File: src/rtl/draw_point_fb_writer.sv
// Point-draw sink: bounds-checks and linearises (x,y) points, buffers them in a
// small FIFO and writes them into the frame buffer through a waitrequest port.
module draw_point_fb_writer #(
    parameter int WIDTH      = 320,
    parameter int HEIGHT     = 240,
    parameter int FIFO_DEPTH = 4,
    parameter int ADDR_W     = 17
) (
    input  logic              ul1Clock,
    input  logic              ul1Reset_n,
    input  logic              ul1Update,
    input  logic [8:0]        ul9PosX,
    input  logic [8:0]        ul9PosY,
    input  logic [11:0]       ul12Rgb12Data,
    output logic [ADDR_W-1:0] ulAddr,
    output logic [11:0]       ul12WrData,
    output logic              ul1Write,
    input  logic              ul1WaitRequest,
    output logic              ul1Busy,
    output logic              ul1Overflow,
    output logic [15:0]       ul16DropCount,
    input  logic              ul1ClearStatus,
    output logic              dbg_state
);

    localparam int PTR_W = $clog2(FIFO_DEPTH);
    localparam int CNT_W = PTR_W + 1;
    localparam int ENT_W = ADDR_W + 12;

    // Valid/ready contract on the memory side: a write is accepted in a cycle
    // where ul1Write=1 and ul1WaitRequest=0; until then addr/data/write hold.
    typedef enum logic {IDLE = 1'b0, WRITE = 1'b1} state_t;

    state_t              state_q, state_d;
    logic                stage_valid_q, stage_valid_d;
    logic [ADDR_W-1:0]   stage_addr_q, stage_addr_d;
    logic [11:0]         stage_rgb_q, stage_rgb_d;
    logic [PTR_W-1:0]    wr_ptr_q, wr_ptr_d, rd_ptr_q, rd_ptr_d;
    logic [CNT_W-1:0]    count_q, count_d;
    logic [ADDR_W-1:0]   addr_q, addr_d;
    logic [11:0]         wr_data_q, wr_data_d;
    logic                write_q, write_d;
    logic                overflow_q, overflow_d;
    logic [15:0]         drop_q, drop_d;
    logic [ENT_W-1:0]    mem_q [FIFO_DEPTH];

    logic                oob, oob_drop, ovf_drop;
    logic                fifo_full, fifo_empty, done, push, pop;
    logic [ADDR_W-1:0]   pt_addr;
    logic [ENT_W-1:0]    head;
    logic [16:0]         drop_sum;

    always_comb begin
        oob        = (int'(ul9PosX) >= WIDTH) || (int'(ul9PosY) >= HEIGHT);
        pt_addr    = ADDR_W'(ul9PosY) * ADDR_W'(WIDTH) + ADDR_W'(ul9PosX);
        oob_drop   = ul1Update && oob;
        fifo_full  = (count_q == CNT_W'(FIFO_DEPTH));
        fifo_empty = (count_q == '0);
        done       = write_q && !ul1WaitRequest;
        pop        = !fifo_empty && ((state_q == IDLE) || done);
        // A full FIFO still accepts when the head leaves on the same edge.
        push       = stage_valid_q && (!fifo_full || pop);
        ovf_drop   = stage_valid_q && !push;
        head       = mem_q[rd_ptr_q];

        stage_valid_d = ul1Update && !oob;
        stage_addr_d  = stage_addr_q;
        stage_rgb_d   = stage_rgb_q;
        if (ul1Update && !oob) begin
            stage_addr_d = pt_addr;
            stage_rgb_d  = ul12Rgb12Data;
        end

        wr_ptr_d = push ? wr_ptr_q + PTR_W'(1) : wr_ptr_q;
        rd_ptr_d = pop  ? rd_ptr_q + PTR_W'(1) : rd_ptr_q;
        count_d  = count_q + CNT_W'(push) - CNT_W'(pop);

        state_d   = state_q;
        write_d   = write_q;
        addr_d    = addr_q;
        wr_data_d = wr_data_q;
        if (pop) begin
            addr_d    = head[ENT_W-1:12];
            wr_data_d = head[11:0];
            write_d   = 1'b1;
            state_d   = WRITE;
        end else if (done) begin
            write_d = 1'b0;
            state_d = IDLE;
        end

        drop_sum   = {1'b0, drop_q} + 17'(oob_drop) + 17'(ovf_drop);
        drop_d     = drop_sum[16] ? 16'hFFFF : drop_sum[15:0];
        overflow_d = overflow_q | ovf_drop;
        if (ul1ClearStatus) begin
            drop_d     = '0;
            overflow_d = 1'b0;
        end
    end

    always_ff @(posedge ul1Clock or negedge ul1Reset_n) begin
        if (!ul1Reset_n) begin
            state_q       <= IDLE;
            stage_valid_q <= 1'b0;
            stage_addr_q  <= '0;
            stage_rgb_q   <= '0;
            wr_ptr_q      <= '0;
            rd_ptr_q      <= '0;
            count_q       <= '0;
            addr_q        <= '0;
            wr_data_q     <= '0;
            write_q       <= 1'b0;
            overflow_q    <= 1'b0;
            drop_q        <= '0;
        end else begin
            state_q       <= state_d;
            stage_valid_q <= stage_valid_d;
            stage_addr_q  <= stage_addr_d;
            stage_rgb_q   <= stage_rgb_d;
            wr_ptr_q      <= wr_ptr_d;
            rd_ptr_q      <= rd_ptr_d;
            count_q       <= count_d;
            addr_q        <= addr_d;
            wr_data_q     <= wr_data_d;
            write_q       <= write_d;
            overflow_q    <= overflow_d;
            drop_q        <= drop_d;
        end
    end

    // Storage needs no reset: occupancy alone decides what is valid.
    always_ff @(posedge ul1Clock) begin
        if (push) mem_q[wr_ptr_q] <= {stage_addr_q, stage_rgb_q};
    end

    assign ulAddr        = addr_q;
    assign ul12WrData    = wr_data_q;
    assign ul1Write      = write_q;
    assign ul1Busy       = stage_valid_q | !fifo_empty | write_q;
    assign ul1Overflow   = overflow_q;
    assign ul16DropCount = drop_q;
    assign dbg_state     = state_q;

endmodule

File: config.mk
export PLATFORM = sky130hd
export DESIGN_NAME = draw_point_fb_writer
export DESIGN_NICKNAME = d
export VERILOG_FILES = /design/src/rtl/draw_point_fb_writer.sv
export SDC_FILE = /design/constraint.sdc
export NUM_CORES = 1
export LEC_CHECK = 0
export ABC_AREA = 1
export CAP_MARGIN = 30
export CORE_AREA = 10 10 157 159
export DETAILED_ROUTE_END_ITERATION = 10
export DIE_AREA = 0 0 167 169
export GPL_TIMING_DRIVEN = 0
export SLEW_MARGIN = 25
export SYNTH_ARGS = -nofsm -noshare
export SYNTH_HDL_FRONTEND = slang
export SYNTH_SLANG_ARGS = --single-unit
File: constraint.sdc
create_clock -name ul1Clock -period 4 [get_ports ul1Clock]
set_input_delay 0.8 -clock ul1Clock [delete_from_list [all_inputs] [get_ports ul1Clock]]
set_output_delay 0.8 -clock ul1Clock [all_outputs]
set_load 0.005 [all_outputs]
==> results.txt, run 1 <==
----------------------------------------------------
[STA]
  Headroom to the max-slew limit ... 0.556
  Total setup violations reported at the end of the flow ... 0
  Final hold violation count ... 0
  Slew at the pin closest to its max-slew limit ... around 0.67 ns
  Setup repair after global routing missed its margin ... no
  Post-route worst hold slack ... around 0.21 ns
  Final critical path time including I/O delays and setup ... 2.90 ns
  Final worst path period share ... 0.724
  Count of pins over their slew limit ... 0
  Worst Skew ... slightly above 0.01 ns
  Fin worst setup slack ... 1.10 ns
  F_max ... between 300 and 400 MHz

[Synthesis]
  Number of synthesized flops with an enable pin ... approximately 120
  Flops & latches, synth ... 200
  Largest cells by area after synthesis ... sky130_fd_sc_hd__edfxtp_1 41%, sky130_fd_sc_hd__dfrtp_1 25%, sky130_fd_sc_hd__nor2_1 7.5%, sky130_fd_sc_hd__nand2_1 5.4%, sky130_fd_sc_hd__o21ai_0 3.8%
  Syn Area/Cell ... approximately 11 sq um
  Count of distinct cell types in the synthesized netlist ... 38
  Share of the synthesized area in the top cell type ... 0.409
  Share of flip-flops with an asynchronous set or reset after synthesis ... 0.420
  Post-synthesis instance total ... between 700 and 800
  Primary FF master, synth ... sky130_fd_sc_hd__edfxtp_1
  Yosys synthesis warning count ... 0
  Synthesized area ... approximately 0.0085 sq mm
  Synth area leader ... sky130_fd_sc_hd__edfxtp_1
  Count leader, synth ... sky130_fd_sc_hd__nor2_1
  Syn nets ... 849
  Most common library cells after synthesis ... 171 x sky130_fd_sc_hd__nor2_1, 123 x sky130_fd_sc_hd__nand2_1, 116 x sky130_fd_sc_hd__edfxtp_1, 84 x sky130_fd_sc_hd__dfrtp_1, 64 x sky130_fd_sc_hd__o21ai_0
  Sequential cell area fraction in the yosys report ... 0.656

[Clock network]
  Clock slew at the register clock pins of the worst setup and hold paths ... approximately 0.070 ns
  Clock Sinks ... 200
  Post-CTS setup buffers ... 0
  Cts-stage hold buffer count ... 0
  Maximum level of the CTS H-tree ... 4
  Clk Latency, worst-skew pair ... 0.42 ns
  Clock tree root driver cell ... sky130_fd_sc_hd__clkbuf_16
  Resized cells post-CTS ... 0
  CTS tree ... built
  TritonCTS Buffers ... 17
  Clock Tree Buf Depth ... 2

[Routing]
  Average vias per placed instance ... between 4 and 5
  Final WL ... approximately 19 mm
  Total via count in the routed design ... 5,693
  Routed len/inst ... ~16 microns
  First DRT Iteration DRCs ... between 300 and 400
  Post-route ant nets ... 0
  DRT Pass-1 Iters ... 5
  Detailed-route DRC error count ... 0

[Die]
  Die width ... 167 microns
  Initial Util ... 0.395
  Overall die area ... about 0.028 sq mm
  IO Pins ... 84
  Placeable Area ... 0.0216 sq mm
  Number of core rows ... 54
  Vertical die dimension ... 169 microns

[Critical path]
  Reg-to-reg setup timing slack ... 1.21 ns
  Category of the worst setup path capture point ... flop
  Maximum fanout count along the critical path ... 5
  Worst reg2reg path depth ... 13
  Worst EP required ... roughly 4.4 ns
  Crit path launch type ... input port
  Worst setup path category ... input port to flop
  Start of the worst register-to-register path ... count_q[1]$_DFF_PN0_
  Worst reg2reg path endpoint ... ul16DropCount[1]$_DFF_PN0_
  Critical path data arrival time ... roughly 3.3 ns

[Placed design]
  Pre-CTS setup slack ... around 0.63 ns
  Total half-perimeter wirelength after legalization and detailed placement ... 12.8 mm
  Number of cells in the design after placement ... ~1,200
  Placer Congestion ... around 0.76
  Buffers added on ports ... 83
  Placement Cell Area ... about 0.0098 sq mm

[Layout]
  Final Net Count ... between 900 and 1,000
  Proportion of layout cells with a drive suffix above 1 ... 0.0817
  Cell area after layout ... between 0.01 and 0.015 sq mm
  Synth-to-Final Area Change ... 22.5%
  Ant. Diodes ... 0
  Final core occ ... 0.484
  Final cell count without fillers ... about 1,200

[Global routing]
  Largest net degree at the start of global routing ... 67
  Global router's overall resource usage ... 0.137
  GRT Residual Overflow ... 0
  First-pass GRT wire length ... approximately 30 mm
  Vias in the first global route ... 5,820
  Initial antenna violation count ... 0

[Pwr]
  Leak Pwr ... about 0.0042 uW
  IR drop worst, VDD ... between 300 and 400 uV
  Power density over cell area ... around 600 mW/mm^2

[Hold path]
  Worst min path class ... input port to async pin

[Outcome]
  Run status ... completed

[Job]
  Max-cap violation count ... 0

----------------------------------------------------
## registers in the layout (all words and copies together), names as in the netlist
| name | flops |
|---|---|
| rd_ptr_q | 2 |
| ul1Overflow | 1 |
| ul16DropCount | 16 |
| ul12WrData | 12 |
| ulAddr | 17 |
| stage_valid_q | 1 |
| stage_rgb_q | 12 |
| mem_q | 116 |
| stage_addr_q | 17 |
| ul1Write | 1 |
| wr_ptr_q | 2 |
| count_q | 3 |
## cell usage in the layout, fill, tap and decap left out, drive strengths merged, types with 28 or more instances in the layout
master and count:
nand3 28, clkdlybuf4s50 82, a31oi 29, nand2 126, dfrtp 84, clkbuf 43
o21ai 70, edfxtp 116, nor2 176, inv 52
## layout make-up
cell class | count | area, sq um
Buffer | 32 | 140
Clock buffer | 24 | 536
Clock inverter | 8 | 53.8
Fill cell | 1945 | 11100
Inverter | 48 | 180
Multi-Input combinational cell | 506 | 2640
Sequential cell | 200 | 5590
Tap cell | 280 | 350
Timing Repair Buffer | 88 | 947
## metrics by stage
| stage | TNS (ns) | total power [uW] |
|---|---|---|
| finish | 0 | 6430 |
| global route | 0 | 6840 |
| CTS | 0 | 6510 |
| detailed placement | 0 | 4830 |
| global placement | -162.63 | 4760 |
| floorplan | 0 | 3910 |
## power breakdown
part           switching (uW)  internal, uW  total, uW
Sequential                238          2600       2840
Clock                     727           945       1670
Combinational            1110           805       1920
Total                    2080          4350       6430
## how the worst max path moves through the flow
stage | from | end | cells past startpoint
4_1_cts | ul1WaitRequest | ul16DropCount[15]$_DFF_PN0_ | 13
5_1_grt | ul1WaitRequest | ul16DropCount[14]$_DFF_PN0_ | 14
2_1_floorplan | ul1WaitRequest | mem_q[0][0]$_DFFE_PP_ | 5
6_report | ul1WaitRequest | ul16DropCount[1]$_DFF_PN0_ | 13
3_5_place_dp | ul1WaitRequest | ul16DropCount[1]$_DFF_PN0_ | 13
3_3_place_gp | ul1Reset_n | ul16DropCount[6]$_DFF_PN0_ | 1
## kinds of logic after synthesis
kind of cell / share of synthesized area
adder cells (fa/ha/maj): 0.0447
AND/OR/NAND/NOR: 0.164
XOR/XNOR: 0.0196
buffers and inverters: 0.0376
flip-flops: 0.656
AO/OA/AOI/OAI: 0.0779
## worst max-delay path: stages
cell and delay, ns:
sky130_fd_sc_hd__clkdlybuf4s50_1 0.45, sky130_fd_sc_hd__nand2_1 0.07, sky130_fd_sc_hd__o21ai_2 0.14, sky130_fd_sc_hd__nand3_1 0.17, sky130_fd_sc_hd__nor2_1 0.31, sky130_fd_sc_hd__fa_1 0.28, sky130_fd_sc_hd__ha_1 0.24, sky130_fd_sc_hd__nand3_2 0.14
sky130_fd_sc_hd__nor2_4 0.19, sky130_fd_sc_hd__nand4_2 0.18, sky130_fd_sc_hd__inv_2 0.14, sky130_fd_sc_hd__nor2_1 0.05, sky130_fd_sc_hd__nor2_1 0.07
## metal layers
| layer | vias up | GRT usage | share of wire | routed length [microns] |
|---|---|---|---|---|
| li1 | 2859 | - | - | - |
| met1 | 2707 | 0.166 | 0.45 | 8610 |
| met2 | 108 | 0.234 | 0.50 | 9520 |
| met3 | 19 | 0.0306 | 0.040 | 760 |
| met4 | 0 | 0.0477 | 0.015 | 278 |
| met5 | - | 0 | 0 | 0 |
Power figures use the tool's default switching activity.
==> run 2, diff against run 1 <==
==> constraint.sdc (replaced) <==
create_clock -name ul1Clock -period 2.8 [get_ports ul1Clock]
set_input_delay 0.56 -clock ul1Clock [delete_from_list [all_inputs] [get_ports ul1Clock]]
set_output_delay 0.56 -clock ul1Clock [all_outputs]
set_load 0.005 [all_outputs]
==> results.txt, run 2 (synthesis gave the netlist of run 1 again) <==
----------------------------------------------------
[Pwr]
  Power density over cell area ... just under 900 mW/mm^2
  Leak Pwr ... between 0.004 and 0.005 uW
  IR drop worst, VDD ... 467 uV
  Power, Total ... 9210 uW

[Die]
  Placeable Area ... around 0.022 sq mm
  Die width ... between 150 and 200 microns
  Vertical die dimension ... roughly 170 microns
  Initial Util ... 0.395
  Overall die area ... 0.0282 sq mm
  IO Pins ... 84
  Number of core rows ... between 50 and 60

[Clock network]
  Clock Tree Buf Depth ... 2
  CTS tree ... built
  TritonCTS Buffers ... 17
  Clock slew at the register clock pins of the worst setup and hold paths ... around 0.070 ns
  Clock Sinks ... 200
  Clock tree root driver cell ... sky130_fd_sc_hd__clkbuf_16
  Clk Latency, worst-skew pair ... about 0.42 ns
  Maximum level of the CTS H-tree ... 4

[Global routing]
  Vias in the first global route ... a little under 6,000
  GRT Residual Overflow ... 0
  Global router's overall resource usage ... 0.137
  Initial antenna violation count ... 0
  Largest net degree at the start of global routing ... 67
  First-pass GRT wire length ... just over 30 mm

[Routing]
  Final WL ... between 15 and 20 mm
  Detailed-route DRC error count ... 0
  First DRT Iteration DRCs ... approximately 340
  Total via count in the routed design ... around 5,700
  DRT Pass-1 Iters ... 5
  Average vias per placed instance ... between 4 and 5
  Post-route ant nets ... 0
  Routed len/inst ... around 16 microns

[Layout]
  Commonest cells after routing, fill and taps aside ... 165 x sky130_fd_sc_hd__nor2_1, 123 x sky130_fd_sc_hd__nand2_1, 116 x sky130_fd_sc_hd__edfxtp_1
  Proportion of layout cells with a drive suffix above 1 ... 0.0911
  Ant. Diodes ... 0
  Total of fill cells in the finished design ... between 1,500 and 2,000
  Final Net Count ... roughly 960
  Largest reg by FF count ... mem_q
  Sequential cell area ... roughly 0.0056 sq mm
  Most common cell after layout, fill and taps aside ... sky130_fd_sc_hd__nor2_1
  Final core occ ... 0.487
  Synth-to-Final Area Change ... 23.4%
  Multi-input logic area ... approximately 0.0027 sq mm
  Largest register FFs ... approximately 120

[Critical path]
  Crit path launch type ... input port
  Critical path data arrival time ... 2.90 ns
  Category of the worst setup path capture point ... flop
  Maximum fanout count along the critical path ... 10
  Worst setup path category ... input port to flop
  Highest cell delay on the worst timing path ... around 0.50 ns
  Number of buffer and inverter stages on the critical path ... 5
  Critical path's slowest cell ... sky130_fd_sc_hd__clkbuf_1
  Ordered cell list for the critical path ... clkdlybuf4s50_1 > nand2_1 > o21ai_4 > inv_2 > clkbuf_1 > ha_1 > inv_1 > ha_1 > inv_1 > fa_1 > xnor2_1
  Critical path's top delay family ... buffers and inverters
  Worst EP required ... roughly 3.1 ns

[Hold path]
  Worst min path class ... flop to flop

[Placed design]
  Total half-perimeter wirelength after legalization and detailed placement ... 12.8 mm
  Buffers added on ports ... 83
  Placer Congestion ... around 0.76

[STA]
  F_max ... approximately 390 MHz
  Setup repair after global routing missed its margin ... yes
  Slew at the pin closest to its max-slew limit ... 0.661 ns
  Headroom to the max-slew limit ... 0.559
  Final worst path period share ... 0.927
  Total setup violations reported at the end of the flow ... 0
  Worst Skew ... approximately 0.014 ns
  Final hold violation count ... 0
  Final critical path time including I/O delays and setup ... 2.60 ns
  Count of pins over their slew limit ... 0

[Outcome]
  Run status ... completed

[Job]
  Max-cap violation count ... 0

----------------------------------------------------
-- run 2: area by class of cell --
| class | count | share of cell area |
|---|---|---|
| multi-input combinational | 506 | 0.254 |
| sequential | 200 | 0.532 |
| inverter | 48 | 0.0172 |
| buffer | 32 | 0.0133 |
| clock inverter | 8 | 0.00512 |
| clock buffer | 24 | 0.0510 |
| timing repair buffer | 93 | 0.0943 |
| tap | 280 | 0.0334 |
-- run 2: what timing repair did --
item,4_1_cts,5_1_grt
cloned,0,0
endpoints found under the hold margin,18,0
setup endpoints to repair,14,17
hold buffers,1,0
buffers inserted,0,4
gates resized for setup,1,7
pin swaps,0,3
-- run 2: through the flow --
step	hold slack, ns	TNS, ns	area, sq um	setup slack, ns	std cells
6_report	0.506	0	10500	0.204	1191
5_1_grt	0.538	-0.0788	10500	-0.0386	1191
4_1_cts	0.510	0	10400	0.0267	1187
3_5_place_dp	0.422	-5.92	9840	-0.333	1154
3_3_place_gp	0.477	-360.07	9690	-2.35	1149
2_1_floorplan	0.264	0	8510	0.213	786
-- run 2: path summary, 6_finish.rpt --
check | cells past startpoint | startpoint | to | slack, ns
max | 11 | ul1WaitRequest | count_q[2]$_DFF_PN0_ | 0.20
max reg2reg | 11 | count_q[1]$_DFF_PN0_ | count_q[2]$_DFF_PN0_ | 0.23
min | 1 | ul1Overflow$_DFF_PN0_ | ul1Overflow$_DFF_PN0_ | 0.51
min reg2reg | 1 | ul1Overflow$_DFF_PN0_ | ul1Overflow$_DFF_PN0_ | 0.51
max in group asynchronous | 3 | ul1Reset_n | ulAddr[12]$_DFFE_PN0P_ | 1.62
min in group asynchronous | 2 | ul1Reset_n | ul12WrData[9]$_DFFE_PN0P_ | 0.54
-- run 2: metal layers --
| layer | global-route usage | wire [microns] | vias to the layer above |
|---|---|---|---|
| li1 | - | - | 2867 |
| met1 | 0.166 | 8710 | 2751 |
| met2 | 0.234 | 9730 | 94 |
| met3 | 0.0306 | 639 | 12 |
| met4 | 0.0477 | 201 | 0 |
| met5 | 0 | 0 | - |
-- run 2: worst register-to-register path, stage by stage (launching register included) --
cell	delay (ns)
sky130_fd_sc_hd__dfrtp_1	0.44
sky130_fd_sc_hd__nor2_2	0.18
sky130_fd_sc_hd__inv_2	0.07
sky130_fd_sc_hd__o21ai_4	0.23
sky130_fd_sc_hd__inv_2	0.11
sky130_fd_sc_hd__clkbuf_1	0.31
sky130_fd_sc_hd__ha_1	0.38
sky130_fd_sc_hd__inv_1	0.05
sky130_fd_sc_hd__ha_1	0.13
sky130_fd_sc_hd__inv_1	0.05
sky130_fd_sc_hd__fa_1	0.37
sky130_fd_sc_hd__xnor2_1	0.14
-- run 2: report_power, final --
part           switching, uW  internal (uW)
combinational           1610           1160
clock                   1040           1350
sequential               345           3710
==> run 3, diff against run 2 <==
--- a/config.mk
+++ b/config.mk
@@ -7,10 +7,11 @@
 export LEC_CHECK = 0
 export ABC_AREA = 1
 export CAP_MARGIN = 30
-export CORE_AREA = 10 10 157 159
+export CORE_AREA = 10 10 142 144
 export DETAILED_ROUTE_END_ITERATION = 10
-export DIE_AREA = 0 0 167 169
+export DIE_AREA = 0 0 152 154
 export GPL_TIMING_DRIVEN = 0
+export PLACE_DENSITY = 0.79
 export SLEW_MARGIN = 25
 export SYNTH_ARGS = -nofsm -noshare
 export SYNTH_HDL_FRONTEND = slang
==> results.txt, run 3 (synthesis gave the netlist of run 1 again) <==
----------------------------------------------------
[Pwr]
  Part of the total power dissipated in combinational logic ... 0.296
  Sw Pwr ... ~3000 uW
  IR drop worst, VDD ... between 600 and 700 uV
  Cell internal pwr ... 6360 uW
  Clock share of power ... 0.270
  Leak Pwr ... 0.00421 uW
  Power density over cell area ... between 800 and 900 mW/mm^2
  Share of power burned in registers ... 0.434
  Switching portion of total power ... 0.320

[Outcome]
  Run status ... completed

[Layout]
  Proportion of layout cells with a drive suffix above 1 ... 0.0839
  Final Net Count ... 956
  Commonest cells after routing, fill and taps aside ... 165 x sky130_fd_sc_hd__nor2_1, 123 x sky130_fd_sc_hd__nand2_1, 116 x sky130_fd_sc_hd__edfxtp_1
  Most common cell after layout, fill and taps aside ... sky130_fd_sc_hd__nor2_1
  Largest register FFs ... ~120
  Synth-to-Final Area Change ... 22.5%
  Ant. Diodes ... 0
  Cell area after layout ... approximately 0.010 sq mm
  Largest reg by FF count ... mem_q

[STA]
  Final critical path time including I/O delays and setup ... about 2.6 ns
  Final worst path period share ... 0.931
  Slew at the pin closest to its max-slew limit ... ~0.66 ns
  Worst Skew ... roughly 0.0095 ns
  Setup repair after global routing missed its margin ... no
  F_max ... 383 MHz
  Setup total negative slack ... 0 ns
  Total setup violations reported at the end of the flow ... 0
  Post-route worst hold slack ... roughly 0.038 ns
  Final hold violation count ... 0
  Headroom to the max-slew limit ... 0.562
  Count of pins over their slew limit ... 0
  Fin worst setup slack ... 0.192 ns

[Routing]
  Final WL ... 18.8 mm
  Detailed-route DRC error count ... 0
  Post-route ant nets ... 0
  First DRT Iteration DRCs ... between 400 and 500
  DRT Pass-1 Iters ... 5
  Total via count in the routed design ... between 5,000 and 6,000
  Average vias per placed instance ... between 5 and 6
  Routed len/inst ... about 17 microns

[Placed design]
  Pre-CTS setup slack ... -0.304 ns
  Buffers added on ports ... 83
  Total half-perimeter wirelength after legalization and detailed placement ... between 10 and 15 mm
  Placer Congestion ... 0.782
  Placement Cell Area ... 0.00979 sq mm

[Clock network]
  Clock Sinks ... 200
  Clock slew at the register clock pins of the worst setup and hold paths ... about 0.07 ns
  Clock tree root driver cell ... sky130_fd_sc_hd__clkbuf_16
  Clock Tree Buf Depth ... 2
  CTS tree ... built
  Clk Latency, worst-skew pair ... ~0.43 ns
  Cts-stage hold buffer count ... 0
  TritonCTS Buffers ... 17
  Maximum level of the CTS H-tree ... 4

[Critical path]
  Category of the worst setup path capture point ... flop
  Worst EP required ... ~3.1 ns
  Worst setup path category ... input port to flop
  Critical path data arrival time ... 2.94 ns
  Crit path launch type ... input port
  Maximum fanout count along the critical path ... 4

[Die]
  Overall die area ... 0.0234 sq mm
  Vertical die dimension ... ~150 microns
  Placeable Area ... roughly 0.017 sq mm
  Initial Util ... 0.495
  Number of core rows ... 48
  IO Pins ... 84
  Die width ... 152 microns

[Global routing]
  Vias in the first global route ... around 6,000
  Initial antenna violation count ... 0
  First-pass GRT wire length ... approximately 30 mm
  GRT Residual Overflow ... 0
  Global router's overall resource usage ... 0.163
  Largest net degree at the start of global routing ... 45

[Hold path]
  Worst min path class ... input port to async pin

[Job]
  Max-cap violation count ... 0

----------------------------------------------------
-- run 3: worst max-delay path: stages --
cell	delay (ns)
sky130_fd_sc_hd__clkdlybuf4s50_1	0.46
sky130_fd_sc_hd__ha_1	0.32
sky130_fd_sc_hd__ha_1	0.23
sky130_fd_sc_hd__fa_1	0.54
sky130_fd_sc_hd__nand2_1	0.07
sky130_fd_sc_hd__nor2_1	0.09
sky130_fd_sc_hd__nand2_1	0.08
sky130_fd_sc_hd__a21oi_2	0.17
sky130_fd_sc_hd__nand3_1	0.13
sky130_fd_sc_hd__nor2_1	0.11
sky130_fd_sc_hd__nand2_1	0.06
sky130_fd_sc_hd__nand3_1	0.07
sky130_fd_sc_hd__nand2_1	0.05
-- run 3: timing repair --
| action | 4_1_cts | 5_1_grt |
|---|---|---|
| setup endpoints to repair | 6 | 16 |
| buffers inserted | 0 | 0 |
| resized for setup | 1 | 4 |
-- run 3: power by group through the flow --
stage / clock (uW) / sequential, uW / combinational, uW
5_1_grt: 2670 / 4120 / 3100
3_3_place_gp: 0 / 4100 / 2600
6_report: 2520 / 4060 / 2770
4_1_cts: 2530 / 4060 / 2780
3_5_place_dp: 0 / 4110 / 2760
2_1_floorplan: 0 / 4030 / 1550
-- run 3: worst paths after layout --
check | start | end | cells after the start | slack, ns
worst max-delay path | ul9PosY[1] | stage_addr_q[15]$_DFFE_PN0P_ | 13 | 0.19
worst min-delay path | ul1Reset_n | stage_addr_q[0]$_DFFE_PN0P_ | 1 | 0.04
worst max register to register | count_q[1]$_DFF_PN0_ | ul16DropCount[11]$_DFF_PN0_ | 13 | 0.27
worst min register to register | ul1Overflow$_DFF_PN0_ | ul1Overflow$_DFF_PN0_ | 1 | 0.50
max in group asynchronous | ul1Reset_n | ulAddr[13]$_DFFE_PN0P_ | 2 | 2.19
min in group ul1Clock | ul1Overflow$_DFF_PN0_ | ul1Overflow$_DFF_PN0_ | 1 | 0.50
-- run 3: metal layers --
| metal | vias up | track usage | wire (microns) |
|---|---|---|---|
| li1 | 2857 | - | - |
| met1 | 2799 | 0.188 | 7650 |
| met2 | 182 | 0.285 | 9760 |
| met3 | 27 | 0.0329 | 1070 |
| met4 | 0 | 0.0743 | 352 |
| met5 | - | 0 | 0 |
-- run 3: final cells by class --
cell class                 count  area, sq um
timing repair buffer          88          970
clock buffer                  19          433
sequential                   200         5590
fill                        1387         6750
buffer                        32          140
clock inverter                13          179
multi-input combinational    506         2660
inverter                      48          180
tap                          225          282
-- run 3: stage by stage --
step                total power, uW  cells  utilization
finish                         9350   1131        0.607
floorplan                      5580    786            -
detailed placement             6870   1099        0.570
CTS                            9380   1131        0.606
global route                   9890   1131        0.607
global placement               6700   1094        0.560
